$ cat config.mk
export PLATFORM = sky130hd
export DESIGN_NAME = id_ex_hazard_ctrl_flat
export DESIGN_NICKNAME = d
export VERILOG_FILES = /design/src/rtl/id_ex_hazard_ctrl_pkg.sv /design/src/rtl/id_ex_hazard_ctrl_if.sv /design/src/rtl/id_ex_hazard_ctrl_hazard_detect.sv /design/src/rtl/id_ex_hazard_ctrl.sv /design/src/flat_wrapper.sv
export SDC_FILE = /design/constraint.sdc
export NUM_CORES = 1
export LEC_CHECK = 0
export CORE_ASPECT_RATIO = 0.7
export CORE_MARGIN = 8
export CORE_UTILIZATION = 40
export CTS_BUF_LIST = sky130_fd_sc_hd__clkbuf_4 sky130_fd_sc_hd__clkbuf_8
export DETAILED_ROUTE_END_ITERATION = 7
export PLACE_DENSITY = 0.76
export SYNTH_ARGS = -nofsm -noshare
export SYNTH_HDL_FRONTEND = slang
export SYNTH_SLANG_ARGS = --single-unit
$ cat constraint.sdc
create_clock -name clk -period 1.7 [get_ports clk]
set_input_delay 0.17 -clock clk [delete_from_list [all_inputs] [get_ports clk]]
set_output_delay 0.17 -clock clk [all_outputs]
set_load 0.005 [all_outputs]
$ cat src/rtl/id_ex_hazard_ctrl_pkg.sv
// Shared constants for the ID/EX hazard controller: control-word bit map,
// FSM encoding, stall-length limits and a saturating counter helper.
package id_ex_hazard_ctrl_pkg;
   localparam int CTL_W   = 10;
   localparam int REG_W   = 5;
   localparam int CNT_W   = 16;

   localparam int CTL_SALTOINCOND = 9;
   localparam int CTL_REGDEST     = 8;
   localparam int CTL_FUENTEALU   = 7;
   localparam int CTL_MEMAREG     = 6;
   localparam int CTL_ESCRREG     = 5;
   localparam int CTL_LEERMEM     = 4;
   localparam int CTL_ESCRMEM     = 3;
   localparam int CTL_SALTOCOND   = 2;
   localparam int CTL_ALUOP_MSB   = 1;
   localparam int CTL_ALUOP_LSB   = 0;

   localparam int LOAD_STALL_MIN = 1;
   localparam int LOAD_STALL_MAX = 3;

   typedef enum logic {
      ST_RUN   = 1'b0,
      ST_STALL = 1'b1
   } state_e;

   function automatic logic [CNT_W-1:0] sat_inc(input logic [CNT_W-1:0] v);
      return (v == {CNT_W{1'b1}}) ? v : v + 1'b1;
   endfunction
endpackage

$ cat src/rtl/id_ex_hazard_ctrl_if.sv
// ID-stage inputs and pipeline-control outputs of the hazard controller.
interface id_ex_hazard_ctrl_if;
   import id_ex_hazard_ctrl_pkg::*;

   logic [CTL_W-1:0] Control;
   logic [REG_W-1:0] id_rs;
   logic [REG_W-1:0] id_rt;
   logic             id_uses_rt;
   logic             br_taken;
   logic [CTL_W-1:0] Controls1;
   logic [REG_W-1:0] ex_rt;
   logic             PCWrite;
   logic             IFIDWrite;
   logic             IFIDFlush;
   logic             EXMEMFlush;
   logic [CNT_W-1:0] stall_count;
   logic [CNT_W-1:0] flush_count;

   modport master (
      output Control, id_rs, id_rt, id_uses_rt, br_taken,
      input  Controls1, ex_rt, PCWrite, IFIDWrite, IFIDFlush, EXMEMFlush,
             stall_count, flush_count
   );

   modport slave (
      input  Control, id_rs, id_rt, id_uses_rt, br_taken,
      output Controls1, ex_rt, PCWrite, IFIDWrite, IFIDFlush, EXMEMFlush,
             stall_count, flush_count
   );
endinterface

$ cat src/rtl/id_ex_hazard_ctrl_hazard_detect.sv
// Load-use hazard: a load in EX whose destination feeds a source of the
// instruction in ID. Register 0 never creates a dependency.
module hazard_detect
   import id_ex_hazard_ctrl_pkg::*;
(
   input  logic             ex_mem_read,
   input  logic [REG_W-1:0] ex_rt,
   input  logic [REG_W-1:0] id_rs,
   input  logic [REG_W-1:0] id_rt,
   input  logic             id_uses_rt,
   output logic             hz
);
   assign hz = ex_mem_read && (ex_rt != '0) &&
               ((ex_rt == id_rs) || (id_uses_rt && (ex_rt == id_rt)));
endmodule

$ cat src/rtl/id_ex_hazard_ctrl.sv
// ID/EX control register with load-use stall FSM, branch/jump flushes and
// saturating event counters.
module id_ex_hazard_ctrl
   import id_ex_hazard_ctrl_pkg::*;
#(
   parameter int LOAD_STALL = 1
) (
   input logic                clk,
   input logic                rst,
   id_ex_hazard_ctrl_if.slave bus
);
   // First cycle of a hazard is spent in RUN, so STALL covers the remainder.
   localparam logic [1:0] CNT_INIT = (LOAD_STALL >= 2) ? 2'(LOAD_STALL - 2) : 2'd0;

   state_e           state_q, state_d;
   logic [1:0]       cnt_q, cnt_d;
   logic [CTL_W-1:0] ctl_q, ctl_d;
   logic [REG_W-1:0] rt_q, rt_d;
   logic [CNT_W-1:0] stall_cnt_q, stall_cnt_d;
   logic [CNT_W-1:0] flush_cnt_q, flush_cnt_d;
   logic             hz, stall;
   logic             pc_wr, ifid_wr, ifid_fl, exmem_fl;

   hazard_detect u_hazard_detect (
      .ex_mem_read (ctl_q[CTL_LEERMEM]),
      .ex_rt       (rt_q),
      .id_rs       (bus.id_rs),
      .id_rt       (bus.id_rt),
      .id_uses_rt  (bus.id_uses_rt),
      .hz          (hz)
   );

   assign stall = (state_q == ST_STALL) || ((state_q == ST_RUN) && hz);

   always_comb begin
      state_d     = state_q;
      cnt_d       = cnt_q;
      ctl_d       = bus.Control;
      rt_d        = bus.id_rt;
      stall_cnt_d = stall_cnt_q;
      flush_cnt_d = flush_cnt_q;
      pc_wr       = 1'b1;
      ifid_wr     = 1'b1;
      ifid_fl     = 1'b0;
      exmem_fl    = 1'b0;
      if (rst) begin
         pc_wr   = 1'b0;
         ifid_wr = 1'b0;
      end else if (bus.br_taken) begin
         ifid_fl     = 1'b1;
         exmem_fl    = 1'b1;
         ctl_d       = '0;
         rt_d        = '0;
         state_d     = ST_RUN;
         cnt_d       = 2'd0;
         flush_cnt_d = sat_inc(flush_cnt_q);
      end else if (stall) begin
         pc_wr       = 1'b0;
         ifid_wr     = 1'b0;
         ctl_d       = '0;
         rt_d        = '0;
         stall_cnt_d = sat_inc(stall_cnt_q);
         if (state_q == ST_RUN) begin
            if (LOAD_STALL > 1) begin
               state_d = ST_STALL;
               cnt_d   = CNT_INIT;
            end
         end else if (cnt_q == 2'd0) begin
            state_d = ST_RUN;
         end else begin
            cnt_d = cnt_q - 2'd1;
         end
      end else if (bus.Control[CTL_SALTOINCOND]) begin
         ifid_fl = 1'b1;
      end
   end

   always_ff @(posedge clk) begin
      if (rst) begin
         state_q     <= ST_RUN;
         cnt_q       <= 2'd0;
         ctl_q       <= '0;
         rt_q        <= '0;
         stall_cnt_q <= '0;
         flush_cnt_q <= '0;
      end else begin
         state_q     <= state_d;
         cnt_q       <= cnt_d;
         ctl_q       <= ctl_d;
         rt_q        <= rt_d;
         stall_cnt_q <= stall_cnt_d;
         flush_cnt_q <= flush_cnt_d;
      end
   end

   assign bus.Controls1   = ctl_q;
   assign bus.ex_rt       = rt_q;
   assign bus.PCWrite     = pc_wr;
   assign bus.IFIDWrite   = ifid_wr;
   assign bus.IFIDFlush   = ifid_fl;
   assign bus.EXMEMFlush  = exmem_fl;
   assign bus.stall_count = stall_cnt_q;
   assign bus.flush_count = flush_cnt_q;
endmodule

$ cat src/flat_wrapper.sv
// flat-port wrapper written by rule: the top's interface ports become plain ports
module id_ex_hazard_ctrl_flat import id_ex_hazard_ctrl_pkg::*;
#(
   parameter int LOAD_STALL = 1
)
  (clk, rst, bus_Control, bus_id_rs, bus_id_rt, bus_id_uses_rt, bus_br_taken, bus_Controls1, bus_ex_rt, bus_PCWrite, bus_IFIDWrite, bus_IFIDFlush, bus_EXMEMFlush, bus_stall_count, bus_flush_count);
  id_ex_hazard_ctrl_if bus_i ();
  input logic clk;
  input logic rst;
  input wire logic [$bits(bus_i.Control)-1:0] bus_Control;
  input wire logic [$bits(bus_i.id_rs)-1:0] bus_id_rs;
  input wire logic [$bits(bus_i.id_rt)-1:0] bus_id_rt;
  input wire logic [$bits(bus_i.id_uses_rt)-1:0] bus_id_uses_rt;
  input wire logic [$bits(bus_i.br_taken)-1:0] bus_br_taken;
  output wire logic [$bits(bus_i.Controls1)-1:0] bus_Controls1;
  output wire logic [$bits(bus_i.ex_rt)-1:0] bus_ex_rt;
  output wire logic [$bits(bus_i.PCWrite)-1:0] bus_PCWrite;
  output wire logic [$bits(bus_i.IFIDWrite)-1:0] bus_IFIDWrite;
  output wire logic [$bits(bus_i.IFIDFlush)-1:0] bus_IFIDFlush;
  output wire logic [$bits(bus_i.EXMEMFlush)-1:0] bus_EXMEMFlush;
  output wire logic [$bits(bus_i.stall_count)-1:0] bus_stall_count;
  output wire logic [$bits(bus_i.flush_count)-1:0] bus_flush_count;
  assign bus_i.Control = bus_Control;
  assign bus_i.id_rs = bus_id_rs;
  assign bus_i.id_rt = bus_id_rt;
  assign bus_i.id_uses_rt = bus_id_uses_rt;
  assign bus_i.br_taken = bus_br_taken;
  assign bus_Controls1 = bus_i.Controls1;
  assign bus_ex_rt = bus_i.ex_rt;
  assign bus_PCWrite = bus_i.PCWrite;
  assign bus_IFIDWrite = bus_i.IFIDWrite;
  assign bus_IFIDFlush = bus_i.IFIDFlush;
  assign bus_EXMEMFlush = bus_i.EXMEMFlush;
  assign bus_stall_count = bus_i.stall_count;
  assign bus_flush_count = bus_i.flush_count;
  id_ex_hazard_ctrl #(.LOAD_STALL(LOAD_STALL)) u_core (.clk(clk), .rst(rst), .bus(bus_i));
endmodule
==> flow_summary.toml, run 1 <==
[yosys]
synth-main-ff-cell = "sky130_fd_sc_hd__dfxtp_1"
number_of_flip_flops_and_latches_in_the_synthesized_netlist = 50
synth_top_cells_by_count = "sky130_fd_sc_hd__dfxtp_1 (50), sky130_fd_sc_hd__nor2_1 (33), sky130_fd_sc_hd__xnor2_1 (21)"
synthDominantAreaCellType = "sky130_fd_sc_hd__dfxtp_1"
synth_cells = 254
ys.warnings.count = 0
post-synth-top-area-fraction = 0.438
net_count_of_the_mapped_netlist = 281
post-synth-top-count-cell = "sky130_fd_sc_hd__dfxtp_1"
ys_top_cells_by_area = "sky130_fd_sc_hd__dfxtp_1 (44%), sky130_fd_sc_hd__xnor2_1 (8.0%), sky130_fd_sc_hd__nor2_1 (5.4%), sky130_fd_sc_hd__and2_1 (4.9%), sky130_fd_sc_hd__a21oi_1 (3.1%)"
synth_cell_types = 42
netlist_area_um2 = 2290
synth_sequential_area_ratio = 0.438
post_synth.cell_area_avg_um2 = 9.00
synth_edf_count = 0
async_flop_share = 0

[worst_setup_path]
setup_slack_reg_to_reg_ns = -0.45
cp.required_ns = 1.90
cp-end-kind = "flip-flop"
slowest_delay_ns = 0.53
worst_setup_path_start_kind = "flip-flop"
ws_path_type = "reg2reg"
cp_cell_sequence = "or4_1 > o21a_1 > buf_4 > buf_6 > and2_4 > o211ai_1 > mux2_1"
worst_ep_arrival_time_ns = 2.34
maximum_fanout_along_the_worst_path = 4
slowest_stage = "sky130_fd_sc_hd__or4_1"

[die]
floorplan.rows = 23
die-height_um = 79.3
floorplan.initialDensity = 0.408
die_w_um = 106
pin_count = 75
core_region_um2 = 5610
dieArea_um2 = 8430

[power]
cellPowerDensity_nw_per_um2 = 588
switching_share = 0.215
power.share.combinational = 0.118
power_share_of_the_sequential_group = 0.516
power_report.internal_total_uw = 1830
cellLeakagePower_uw = 0.00147
vdd.ir_drop.worst_v = 0.000433
power.net_switching_uw = 501
clkPwrFrac = 0.366

[cells_and_area]
area_growth_pct = 73.3
antenna_cells_inserted = 0
fillerInstances = 443
final_cell_count_no_fill = 469
fin_nets = 420
ratio_of_cells_with_drive_above_1_in_the_final_layout = 0.320

[sta]
slew_worst_pin_ns = 0.369
postLayoutSetupSlackWorst_ns = -0.449
fmaxAchievable_mhz = 465
finalClockSkew_ns = 0.00937
finalCritPeriodShare = 1.26
slew_viol_final = 0
hold_viol_final = 0
timing.final.setup_violations = 34
relSlewSlack = 0.754
grt_setup_unrepaired = "yes"
layout_min_cycle_time_ns = 2.15

[placement]
placed_cells_incl_taps = 453
place_ws_ns = -0.482
dp_hpwl_mm = 4.94
gp_congestion = 0.832
io_buffers = 74

[clock_network]
clk_path_buf_depth = 2
clkSlewWorstSetupHoldPaths_ns = 0.09
cts_buffers = 5
cts-htree-levels = 2
cts_hold_buf = 0
cts_tree = "yes"
clk_root_buffer_cell = "sky130_fd_sc_hd__clkbuf_8"
clock_latency_of_the_later_clocked_register_in_the_worst_skew_pair_ns = 0.31
clkSinkCount = 50

[status]
status = "finished, violations left"
violations = "negative setup slack"

[detailed_routing]
via_count = 2371
wl_per_cell_um = 15.5
detailedRoute.firstPassIterationCount = 4
route.detailed.drc = 0
drtAntennaViolNets = 0
initialDrtViolationCount = 101
routed_wl_mm = 7.25
detail_route.vias_per_cell = 5.06

[grt]
grt_pass1_vias = 2312
gr-usage-all-layers = 0.162
grt_remaining_overflow = 0
grt_first_pass_wirelength_mm = 11.3
grt_max_degree = 24
grt_antenna_before_repair = 0

[run]
cap_viol_max_count = 0

[worst_hold_path]
tightest_hold_check_type = "in2reg"
==> timing repair <==
action / CTS / global route
pin swaps: 24 / 35
setup buffers: 4 / 5
setup endpoints to repair: 49 / 44
gates cloned: 2 / 0
gates resized for setup: 44 / 31
==> kinds of logic (layout without fill, tap and decap cells) <==
group,Yosys count,after routing,synth area share
compound gates,37,39,0.109
xor+xnor,24,24,0.0919
fa+ha+maj,3,3,0.0164
buf+inv,18,156,0.0410
flops,50,50,0.438
mux,6,6,0.0279
simple gates,116,116,0.276
==> worst max-delay path: cells and delay by family (launching register included) <==
kind / cells / cell delay, ns
DFF: 1 / 0.32
and+or+nand+nor: 2 / 0.71
muxes: 1 / 0.34
AOI/OAI and AO/OA: 2 / 0.44
buffers and inverters: 2 / 0.25
==> metrics by stage <==
step / cell area (um2) / total power [uW] / TNS, ns / util / hold slack (ns)
floorplan: 2320 / 1310 / -3.06 / - / 0.292
global placement: 3550 / 1460 / -10.13 / 0.633 / 0.491
detailed placement: 3550 / 1470 / -13.03 / 0.633 / 0.494
CTS: 3820 / 2330 / -8.94 / 0.680 / 0.408
global route: 3960 / 2420 / -13.74 / 0.706 / 0.430
finish: 3960 / 2330 / -10.81 / 0.706 / 0.417
==> registers in the layout, indices dropped and copies added (netlist names) <==
signal / flops
u_core.bus.flush_count: 16
u_core.bus.stall_count: 16
u_core.bus.Controls1: 10
u_core.bus.ex_rt: 5
u_core.cnt_q: 2
u_core.state_q: 1
==> cell type report <==
type | instances | area [um2] | share of cell area
flip-flops and latches | 50 | 1010 | 0.255
repair buffers | 141 | 1290 | 0.326
inverters | 7 | 26.3 | 0.00663
clock buffers | 7 | 83.8 | 0.0211
multi-input cells | 188 | 1430 | 0.360
clock inverters | 1 | 30.0 | 0.00758
well taps | 75 | 93.8 | 0.0237
==> power groups by stage <==
stage          clock, uW  sequential [uW]  combinational, uW
6_report             853             1200                274
5_1_grt              917             1210                293
4_1_cts              869             1200                260
3_5_place_dp           0             1230                242
3_3_place_gp           0             1230                239
2_1_floorplan          0             1230               81.4
==> path summary, 6_finish.rpt <==
kind	from	to	depth (start not counted)
worst max-delay path	u_core.bus.ex_rt[4]	u_core.bus.stall_count[2]	7
worst min-delay path	bus_Control[1]	u_core.bus.Controls1[1]	2
worst max register to register	u_core.bus.ex_rt[4]	u_core.bus.stall_count[2]	7
worst min register to register	u_core.cnt_q[1]	u_core.cnt_q[1]	2
==> metal layers <==
layer | wire, um | track usage | up-vias
met2 | 3370 | 0.250 | 72
met4 | 125 | 0.0573 | 0
met1 | 3250 | 0.207 | 1120
li1 | - | - | 1168
met5 | 0 | 0 | -
met3 | 501 | 0.0558 | 11
==> placed cells by master (no fill, tap or decap), types with 5 or more instances in the layout <==
cell type	count
sky130_fd_sc_hd__dfxtp_1	42
sky130_fd_sc_hd__xnor2_1	16
sky130_fd_sc_hd__clkdlybuf4s50_1	70
sky130_fd_sc_hd__nand3_1	10
sky130_fd_sc_hd__nor2b_1	5
sky130_fd_sc_hd__a21oi_1	10
sky130_fd_sc_hd__nor2_1	33
sky130_fd_sc_hd__nand2_1	11
sky130_fd_sc_hd__xnor2_2	5
sky130_fd_sc_hd__buf_4	52
sky130_fd_sc_hd__and2_1	17
sky130_fd_sc_hd__inv_1	7
sky130_fd_sc_hd__buf_6	14
sky130_fd_sc_hd__dfxtp_2	8
sky130_fd_sc_hd__clkbuf_8	5
sky130_fd_sc_hd__or3_1	7
sky130_fd_sc_hd__nand4_1	8
Note: power is estimated with default switching activity, not from simulation.
==> run 2: changes to the inputs <==
GPL_ROUTABILITY_DRIVEN = 0   (was not set)
==> results of run 2 <==
Same layout as run 1: the final DEF is identical, and so are final timing and power.
==> run 3: changes to the inputs <==
CORE_ASPECT_RATIO = not set   (was 0.7)
CTS_CLUSTER_DIAMETER = 100   (was not set)
CTS_CLUSTER_SIZE = 30   (was not set)
==> flow_summary.toml, run 3 (synthesis results as in run 1) <==
[status]
status = "finished, violations left"
violations = "negative setup slack"

[placement]
dp_hpwl_mm = 4.95
io_buffers = 74
placed_cells_incl_taps = 447

[worst_setup_path]
cp_cell_sequence = "or4_1 > o21a_1 > a21oi_2 > nor2_1 > nor2_1 > buf_2"
maximum_fanout_along_the_worst_path = 2
ws_path_type = "reg2out"
crit_buf_inv = 1
cpLargestDelayFamily = "simple AND/OR/NAND/NOR gates"
cp.required_ns = 1.53
worstReg2RegStart = "u_core.bus.ex_rt[0]"
slowest_delay_ns = 0.51
startpoint = "u_core.bus.ex_rt[0]"
slowest_stage = "sky130_fd_sc_hd__or4_1"
worst_ep_arrival_time_ns = 1.84
worst_setup_path_start_kind = "flip-flop"
crit_top_cell = "sky130_fd_sc_hd__nor2_1"
cp-end-kind = "output pin"

[grt]
gr-usage-all-layers = 0.152
grt_remaining_overflow = 0
grt_antenna_before_repair = 0
met2_demand_to_capacity_share_in_global_routing = 0.288
use_met1 = 0.162
grt_util_met3 = 0.0416
grt_pass1_vias = 2365
grt_first_pass_wirelength_mm = 10.7
grt_max_degree = 30
grt_busiest_layer = "met2"

[sta]
postLayoutSetupSlackWorst_ns = -0.312
finalCritPeriodShare = 1.18
layout_min_cycle_time_ns = 2.01
finalClockSkew_ns = 0.00707
hold_viol_final = 0
timing.final.setup_violations = 34
worst_hold_slack_ns = 0.422
fmaxAchievable_mhz = 497
relSlewSlack = 0.756
grt_setup_unrepaired = "yes"
slew_worst_pin_ns = 0.365
slew_viol_final = 0

[power]
vdd.ir_drop.worst_v = 0.000409
post-layout-total-power_uw = 2140
cellPowerDensity_nw_per_um2 = 557
cellLeakagePower_uw = 0.00140

[die]
dieArea_um2 = 8390
floorplan.initialDensity = 0.415
die_w_um = 91.6
pin_count = 75
core_region_um2 = 5510
die-height_um = 91.6
floorplan.rows = 27

[cells_and_area]
final_cell_count_no_fill = 457
final_core_util = 0.699
antenna_cells_inserted = 0
highest_count_cells_in_the_layout_ignoring_fill_and_taps = "sky130_fd_sc_hd__clkdlybuf4s50_1 (70), sky130_fd_sc_hd__buf_4 (52), sky130_fd_sc_hd__dfxtp_1 (43), sky130_fd_sc_hd__nor2_1 (33)"
area_growth_pct = 68.3
mostFrequentLayoutCell = "sky130_fd_sc_hd__clkdlybuf4s50_1"
fin_nets = 413
ratio_of_cells_with_drive_above_1_in_the_final_layout = 0.314
fillerInstances = 411

[clock_network]
cts-htree-levels = 2
cts_tree = "yes"
cts_hold_buf = 0
clk_root_buffer_cell = "sky130_fd_sc_hd__clkbuf_8"
clkSinkCount = 50
clock_latency_of_the_later_clocked_register_in_the_worst_skew_pair_ns = 0.30
clk_path_buf_depth = 2
clkSlewWorstSetupHoldPaths_ns = 0.08
cts_buffers = 5

[detailed_routing]
drtAntennaViolNets = 0
detail_route.vias_per_cell = 5.04
route.detailed.drc = 0
routed_wl_mm = 6.64
via_count = 2303
wl_per_cell_um = 14.5
detailedRoute.firstPassIterationCount = 4
initialDrtViolationCount = 67

[run]
cap_viol_max_count = 0

[worst_hold_path]
worst_hold_startpoint = "bus_Control[0]"
tightest_hold_check_type = "in2reg"
## run 3: cell count changes in the layout (fill, tap and decap cells not counted), moves of 2 or more
| cell | delta |
|---|---|
| sky130_fd_sc_hd__or4_4 | +3 |
| sky130_fd_sc_hd__a21oi_2 | +6 |
| sky130_fd_sc_hd__buf_6 | -7 |
| sky130_fd_sc_hd__or4_1 | -3 |
| sky130_fd_sc_hd__o31ai_1 | +3 |
| sky130_fd_sc_hd__clkbuf_4 | -2 |
| sky130_fd_sc_hd__o31ai_2 | -2 |
| sky130_fd_sc_hd__o21ai_0 | +5 |
| sky130_fd_sc_hd__o21ai_2 | -4 |
| sky130_fd_sc_hd__a21oi_1 | -6 |
## run 3: worst paths after layout
path                                    end  slack (ns)  depth (start not counted)
setup / recovery              bus_IFIDWrite       -0.31                          6
hold / removal      u_core.bus.Controls1[0]        0.42                          2
setup reg to reg  u_core.bus.stall_count[2]       -0.29                          6
hold reg to reg             u_core.cnt_q[1]        0.52                          2
## run 3: per-stage QoR
stage	TNS, ns	setup WS [ns]	area [um2]
final	-6.72	-0.312	3850
after global routing	-9.46	-0.390	3850
after CTS	-6.83	-0.331	3720
after detailed placement	-12.67	-0.471	3530
after global placement	-10.08	-0.418	3530
after floorplan	-3.06	-0.158	2320
## run 3: power breakdown
group	switching, uW	internal (uW)	leakage [uW]
registers	10.8	1190	0.000408
clock network	364	314	0.0000431
logic	103	160	0.000946
total	478	1670	0.00140
## run 3: timing repair
action,in CTS,in global routing
gates resized for setup,34,30
buffers inserted,1,1
hold endpoints to repair,0,0
cloned,2,0
endpoints found under the setup margin,48,42
pin swaps,18,14
## run 3: layout make-up
| class | count | area, um2 | share of cell area |
|---|---|---|---|
| Clock buffer | 6 | 82.6 | 0.0214 |
| Tap cell | 72 | 90.1 | 0.0234 |
| Inverter | 7 | 26.3 | 0.00682 |
| Multi-Input combinational cell | 188 | 1430 | 0.371 |
| Timing Repair Buffer | 134 | 1210 | 0.315 |
| Sequential cell | 50 | 1010 | 0.262 |
## run 3: layer usage
layer	wire, um	vias to the layer above
met5	0	-
met4	38	0
met3	325	6
met2	3490	51
met1	2790	1102
li1	-	1144
